## src/rtl/mult_arb_pkg.sv

```systemverilog
// Shared types and constants for the multiplier-sharing arbiter.
package mult_arb_pkg;

  localparam int unsigned DATA_W_DEF = 8;
  localparam int unsigned PROD_W     = 2 * DATA_W_DEF;

  // Controller states, 2-bit encoding.
  typedef logic [1:0] state_t;
  localparam state_t IDLE = 2'd0;
  localparam state_t LOAD = 2'd1;
  localparam state_t RUN  = 2'd2;
  localparam state_t RESP = 2'd3;

endpackage

```

## src/rtl/rr_arb2.sv

```systemverilog
// Two-way round-robin arbiter: one-hot grant, pointer hands priority to the
// other requester after every accepted grant.
module rr_arb2 (
  input  logic       clk,
  input  logic       aclr_n,
  input  logic [1:0] req,
  input  logic       advance,
  output logic [1:0] gnt
);

  // ptr_q == 0 gives req[0] priority on contention.
  logic ptr_q, ptr_d;

  // Grant: pointer owner on contention, otherwise whichever is requesting.
  always_comb begin
    gnt = req;
    if (req == 2'b11) begin
      gnt = ptr_q ? 2'b10 : 2'b01;
    end
  end

  // Next pointer: move to the requester that did not win.
  always_comb begin
    ptr_d = ptr_q;
    if (advance && (gnt != 2'b00)) begin
      ptr_d = gnt[0];
    end
  end

  // Pointer register.
  always_ff @(posedge clk or negedge aclr_n) begin
    if (!aclr_n) begin
      ptr_q <= 1'b0;
    end else begin
      ptr_q <= ptr_d;
    end
  end

endmodule

```

## src/rtl/mult_arbiter.sv

```systemverilog
// Shares one sequential multiplier between two valid/ready requesters, with a
// watchdog that aborts an operation whose done never arrives.
module mult_arbiter
  import mult_arb_pkg::*;
#(
  parameter int unsigned DATA_W      = DATA_W_DEF,
  parameter int unsigned TIMEOUT_CYC = 32
) (
  input  logic                clk,
  input  logic                aclr_n,
  input  logic                req0_valid,
  output logic                req0_ready,
  input  logic [DATA_W-1:0]   req0_a,
  input  logic [DATA_W-1:0]   req0_b,
  input  logic                req1_valid,
  output logic                req1_ready,
  input  logic [DATA_W-1:0]   req1_a,
  input  logic [DATA_W-1:0]   req1_b,
  output logic                rsp0_valid,
  input  logic                rsp0_ready,
  output logic                rsp1_valid,
  input  logic                rsp1_ready,
  output logic [2*DATA_W-1:0] rsp_product,
  output logic                rsp_err,
  output logic                mul_start,
  output logic [DATA_W-1:0]   mul_data_a,
  output logic [DATA_W-1:0]   mul_data_b,
  input  logic                mul_done,
  input  logic [2*DATA_W-1:0] mul_product
);

  localparam int unsigned     PW     = 2 * DATA_W;
  localparam int unsigned     CNT_W  = $clog2(TIMEOUT_CYC + 1);
  localparam logic [CNT_W-1:0] WdLast = CNT_W'(TIMEOUT_CYC - 1);
  localparam logic [CNT_W-1:0] WdMax  = CNT_W'(TIMEOUT_CYC);

  state_t            state_q, state_d;
  logic              gnt_id_q, gnt_id_d;
  logic [DATA_W-1:0] op_a_q, op_a_d;
  logic [DATA_W-1:0] op_b_q, op_b_d;
  logic [PW-1:0]     prod_q, prod_d;
  logic              err_q, err_d;
  logic [CNT_W-1:0]  wd_q, wd_d;

  logic [1:0] arb_req;
  logic [1:0] gnt;
  logic       advance;
  logic       rsp_ack;

  // Requests only compete while idle; nothing is queued behind an op.
  assign arb_req = (state_q == IDLE) ? {req1_valid, req0_valid} : 2'b00;
  assign advance = (arb_req != 2'b00);

  rr_arb2 u_arb (
    .clk     (clk),
    .aclr_n  (aclr_n),
    .req     (arb_req),
    .advance (advance),
    .gnt     (gnt)
  );

  assign rsp_ack = gnt_id_q ? rsp1_ready : rsp0_ready;

  // Next-state logic for FSM, operand/result registers and watchdog.
  always_comb begin
    state_d  = state_q;
    gnt_id_d = gnt_id_q;
    op_a_d   = op_a_q;
    op_b_d   = op_b_q;
    prod_d   = prod_q;
    err_d    = err_q;
    wd_d     = wd_q;
    unique case (state_q)
      IDLE: begin
        if (gnt != 2'b00) begin
          gnt_id_d = gnt[1];
          op_a_d   = gnt[1] ? req1_a : req0_a;
          op_b_d   = gnt[1] ? req1_b : req0_b;
          state_d  = LOAD;
        end
      end
      LOAD: begin
        wd_d    = '0;
        state_d = RUN;
      end
      RUN: begin
        wd_d = (wd_q == WdMax) ? wd_q : wd_q + 1'b1;
        // wd_q == 0 marks the first RUN cycle, where done may be left over
        // from the previous operation.
        if ((wd_q != '0) && mul_done) begin
          prod_d  = mul_product;
          err_d   = 1'b0;
          state_d = RESP;
        end else if (wd_q == WdLast) begin
          prod_d  = '0;
          err_d   = 1'b1;
          state_d = RESP;
        end
      end
      RESP: begin
        if (rsp_ack) begin
          state_d = IDLE;
        end
      end
      default: state_d = IDLE;
    endcase
  end

  // State and datapath registers.
  always_ff @(posedge clk or negedge aclr_n) begin
    if (!aclr_n) begin
      state_q  <= IDLE;
      gnt_id_q <= 1'b0;
      op_a_q   <= '0;
      op_b_q   <= '0;
      prod_q   <= '0;
      err_q    <= 1'b0;
      wd_q     <= '0;
    end else begin
      state_q  <= state_d;
      gnt_id_q <= gnt_id_d;
      op_a_q   <= op_a_d;
      op_b_q   <= op_b_d;
      prod_q   <= prod_d;
      err_q    <= err_d;
      wd_q     <= wd_d;
    end
  end

  assign req0_ready  = gnt[0];
  assign req1_ready  = gnt[1];
  assign mul_start   = (state_q == LOAD);
  assign mul_data_a  = op_a_q;
  assign mul_data_b  = op_b_q;
  assign rsp0_valid  = (state_q == RESP) && !gnt_id_q;
  assign rsp1_valid  = (state_q == RESP) && gnt_id_q;
  assign rsp_product = prod_q;
  assign rsp_err     = err_q;

endmodule

```

## config.mk

```make
export PLATFORM = sky130hd
export DESIGN_NAME = mult_arbiter
export DESIGN_NICKNAME = d
export VERILOG_FILES = /design/src/rtl/mult_arb_pkg.sv /design/src/rtl/rr_arb2.sv /design/src/rtl/mult_arbiter.sv
export SDC_FILE = /design/constraint.sdc
export NUM_CORES = 1
export LEC_CHECK = 0
export BUFFER_PORTS_ARGS = -buffer_cell sky130_fd_sc_hd__buf_4
export CAP_MARGIN = 20
export CORE_MARGIN = 2
export CORE_UTILIZATION = 46
export CTS_BUF_LIST = sky130_fd_sc_hd__clkbuf_4 sky130_fd_sc_hd__clkbuf_8 sky130_fd_sc_hd__clkbuf_16
export DETAILED_ROUTE_END_ITERATION = 8
export MAX_ROUTING_LAYER = met4
export PLACE_DENSITY_LB_ADDON = 0.08
export SLEW_MARGIN = 20
export SYNTH_ARGS = -nofsm -noshare
export SYNTH_HDL_FRONTEND = slang
export SYNTH_SLANG_ARGS = --single-unit
```

## constraint.sdc

```tcl
create_clock -name clk -period 2.2 [get_ports clk]
set_input_delay 0.44 -clock clk [delete_from_list [all_inputs] [get_ports clk]]
set_output_delay 0.44 -clock clk [all_outputs]
set_load 0.05 [all_outputs]
```

==> results.toml <==
[status]
status = "complete, no violations"

[timing]
worst_pin_slew_ns = 0.5162
clock.fmax_mhz = 499.8
period_needed_ns = 2.001
setup-tns-final_ns = 0
finalCritPeriodShare = 0.9094
hold_viol = 0
fin_skew_ns = 0.006559
max_slew_margin = 0.6559
setup_viol = 0
grt_setup_unrepaired = "false"
fin_ws_ns = 0.1992
slew_viol_final = 0

[floorplanning]
fp.dieW_um = 69.99
die-height_um = 69.99
die_area_um2 = 4899
initial_core_util = 0.4902
core-area_um2 = 4086
pin_count = 93
rows = 23

[yosys]
synth_top_family_by_area = "compound AO/OA/AOI/OAI gates"
ys_ff_latch = 43
seq_area_frac_synth = 0.5372
ys_warn_count = 0
syn-num-nets = 244
synth.area.mux_share = 0.09557
synth_area_per_cell_um2 = 11.01
synth_cell_types = 32
synth_xor_area_frac = 0
synth-simple-area-share = 0.08745
synth_async_sr_flop_share = 1.000
synth_compound_area_frac = 0.1986
syn_inst = 182
yosys.area.top_type = "dfrtp_1"
synth_edf_count = 0
synth-adder-area-share = 0.04372
synth-main-ff-cell = "dfrtp_1"
syn_area_um2 = 2003
yosys-top-cells-area = "dfrtp_1 54%, mux2i_1 9.0%, o21ai_0 5.5%"
yosysMostFrequentCell = "dfrtp_1"
synth_top_area_frac = 0.5372
synth_commonest_cells = "43 x dfrtp_1, 24 x nand2_1, 22 x o21ai_0, 18 x mux2i_1, 10 x a22o_2"

[placed_design]
place_ws_ns = 0.2458
hpwl_um = 3319
gp_congestion = 0.7618
port_buffers = 92

[setup_path]
cp_top_family = "flip-flops"
worstPathArrival_ns = 1.56
crit_type = "flip-flop to output pin"
start_kind = "flip-flop"
cp_common_cell = "inv_1"
worst_r2r_path_depth = 6
slowest_stage = "dfrtp_1"
path_depth = 5
critPathRequiredTime_ns = 1.76
cpPeakStageDelay_ns = 0.42
worstPathMaxFanout = 4
worstPathCellList = "inv_1 > ha_1 > o211ai_1 > inv_1 > buf_4"
cp-end-kind = "output pin"
crit_buf_inv = 3

[pwr]
p_clk_frac = 0.150
powerDensity_nw_per_um2 = 1663
p_seq_frac = 0.281
p_int_uw = 2556
peakVddDrop_mv = 1.068
p_leak_uw = 0.001586
finalPower_uw = 4817
p_sw_frac = 0.4695
comb_power_share = 0.569
netSwitchingPower_uw = 2262

[clock_network]
hold_buffers = 0
cts-buffers-inserted = 5
insertion_delay_ns = 0.29
clk_pin_slew_ns = 0.08
cts_root_buf = "clkbuf_8"
cts_sinks = 43
clk_path_buf_depth = 2
cts-htree-levels = 2
cts_tree = "done"

[layout]
nets = 340
diodes = 0
fillCellCount = 319
final_layout_size_suffix_gt1_frac = 0.4373
synthToLayoutAreaGrowth_pct = 44.60

[drt]
drc = 0
routedWlPerCell_um = 13.41
wl_um = 4413
ant_nets = 0
drt-initial-drc-count = 151
via_count = 1680
vias_per_cell = 5.106
drt_pass1_iterations = 4

[grt]
grt_pass1_wl_um = 7258
grt_max_degree = 44
groute.usage.overall = 0.1934
antenna_found_initial = 0
grt_pass1_vias = 1563
overflow = 0

[hold_path]
hp-class = "input pin to asynchronous set/reset pin"

[job]
cap_violations = 0
==> kinds of logic (layout without fill, tap and decap cells) <==
kind of cell	count (synthesis)	count (layout)
flops	43	43
fa+ha+maj	7	7
mux	19	19
buf+inv	17	114
compound gates	57	57
simple gates	39	39
==> layout by cell type, fill, tap and decap left out <==
cell / Yosys / final
a21oi_1: 6 / 6
clkbuf_8: 0 / 5
clkbuf_4: 0 / 1
nand3_1: 1 / 1
mux2_2: 1 / 1
o21a_1: 1 / 1
o32a_1: 1 / 1
and3_2: 1 / 1
o21ai_2: 1 / 2
a31oi_1: 2 / 2
o31a_1: 1 / 1
nand4_1: 1 / 1
nor2b_1: 1 / 1
or4b_4: 1 / 1
inv_1: 8 / 8
a21o_1: 1 / 1
nor4b_1: 1 / 1
a22o_1: 7 / 7
o21ai_0: 22 / 22
buf_4: 0 / 98
ha_1: 7 / 7
o21ai_4: 1 / 1
o22ai_1: 2 / 2
bufinv_16: 0 / 2
a22o_2: 10 / 10
and2_1: 1 / 1
nor3_1: 1 / 1
mux2i_1: 18 / 18
o211ai_1: 1 / 1
nand2_1: 24 / 24
dfrtp_1: 43 / 43
nor2_1: 7 / 7
==> metrics by stage <==
step	instances	hold slack [ns]	instance area, um2	utilization
4_1_cts	328	0.1369	2889	0.7070
6_report	329	0.1143	2897	0.7088
5_1_grt	329	0.1626	2897	0.7088
3_3_place_gp	320	0.4621	2753	0.6736
2_1_floorplan	182	0.1444	2003	-
3_5_place_dp	320	0.4603	2753	0.6736
==> metal layers <==
layer  track usage  routed length, um  vias to the layer above
li1              -                  -                      841
met1        0.2538               1922                      768
met2        0.2857               2112                       67
met3       0.07071                343                        4
met4       0.05128                 34                        0
met5             -                  0                        -
==> area by class of cell <==
| cell class | instances | area [um2] | share of cell area |
|---|---|---|---|
| clock inverters | 2 | 60.06 | 0.02073 |
| flip-flops and latches | 43 | 1076 | 0.3715 |
| repair buffers | 98 | 735.7 | 0.2540 |
| well taps | 50 | 62.56 | 0.02160 |
| clock buffers | 6 | 76.32 | 0.02635 |
| multi-input cells | 122 | 855.8 | 0.2955 |
| inverters | 8 | 30.03 | 0.01037 |
==> power by group through the flow <==
stage                     logic [uW]  clock network [uW]  registers, uW
after floorplan                  970                   0           2310
after global placement          2700                   0           1370
after detailed placement        2760                   0           1360
after CTS                       2760                 744           1350
after global routing            2930                 773           1400
final                           2740                 724           1350
==> worst paths after layout <==
path | from | end | slack (ns)
min in group clk | mul_product[5] | rsp_product[5]$_DFFE_PN0P_ | 0.37
max in group asynchronous | aclr_n | mul_data_a[1]$_DFFE_PN0P_ | 1.73
worst min register to register | mul_data_b[4]$_DFFE_PN0P_ | mul_data_b[4]$_DFFE_PN0P_ | 0.48
worst max-delay path | state_q[0]$_DFFE_PN0P_ | req1_ready | 0.20
worst max register to register | wd_q[0]$_DFFE_PN0P_ | rsp_product[13]$_DFFE_PN0P_ | 0.22
worst min-delay path | aclr_n | wd_q[1]$_DFFE_PN0P_ | 0.11
==> state kept, by name (all words and copies together), names as in the netlist <==
signal	flops
gnt_id_q	1
mul_data_a	8
mul_data_b	8
rsp_err	1
rsp_product	16
state_q	2
u_arb.ptr_q	1
wd_q	6
==> what timing repair did <==
item	4_1_cts	5_1_grt
buffers inserted	0	1
setup endpoints to repair	0	1
resized for setup	0	0
Power figures use the tool's default switching activity.
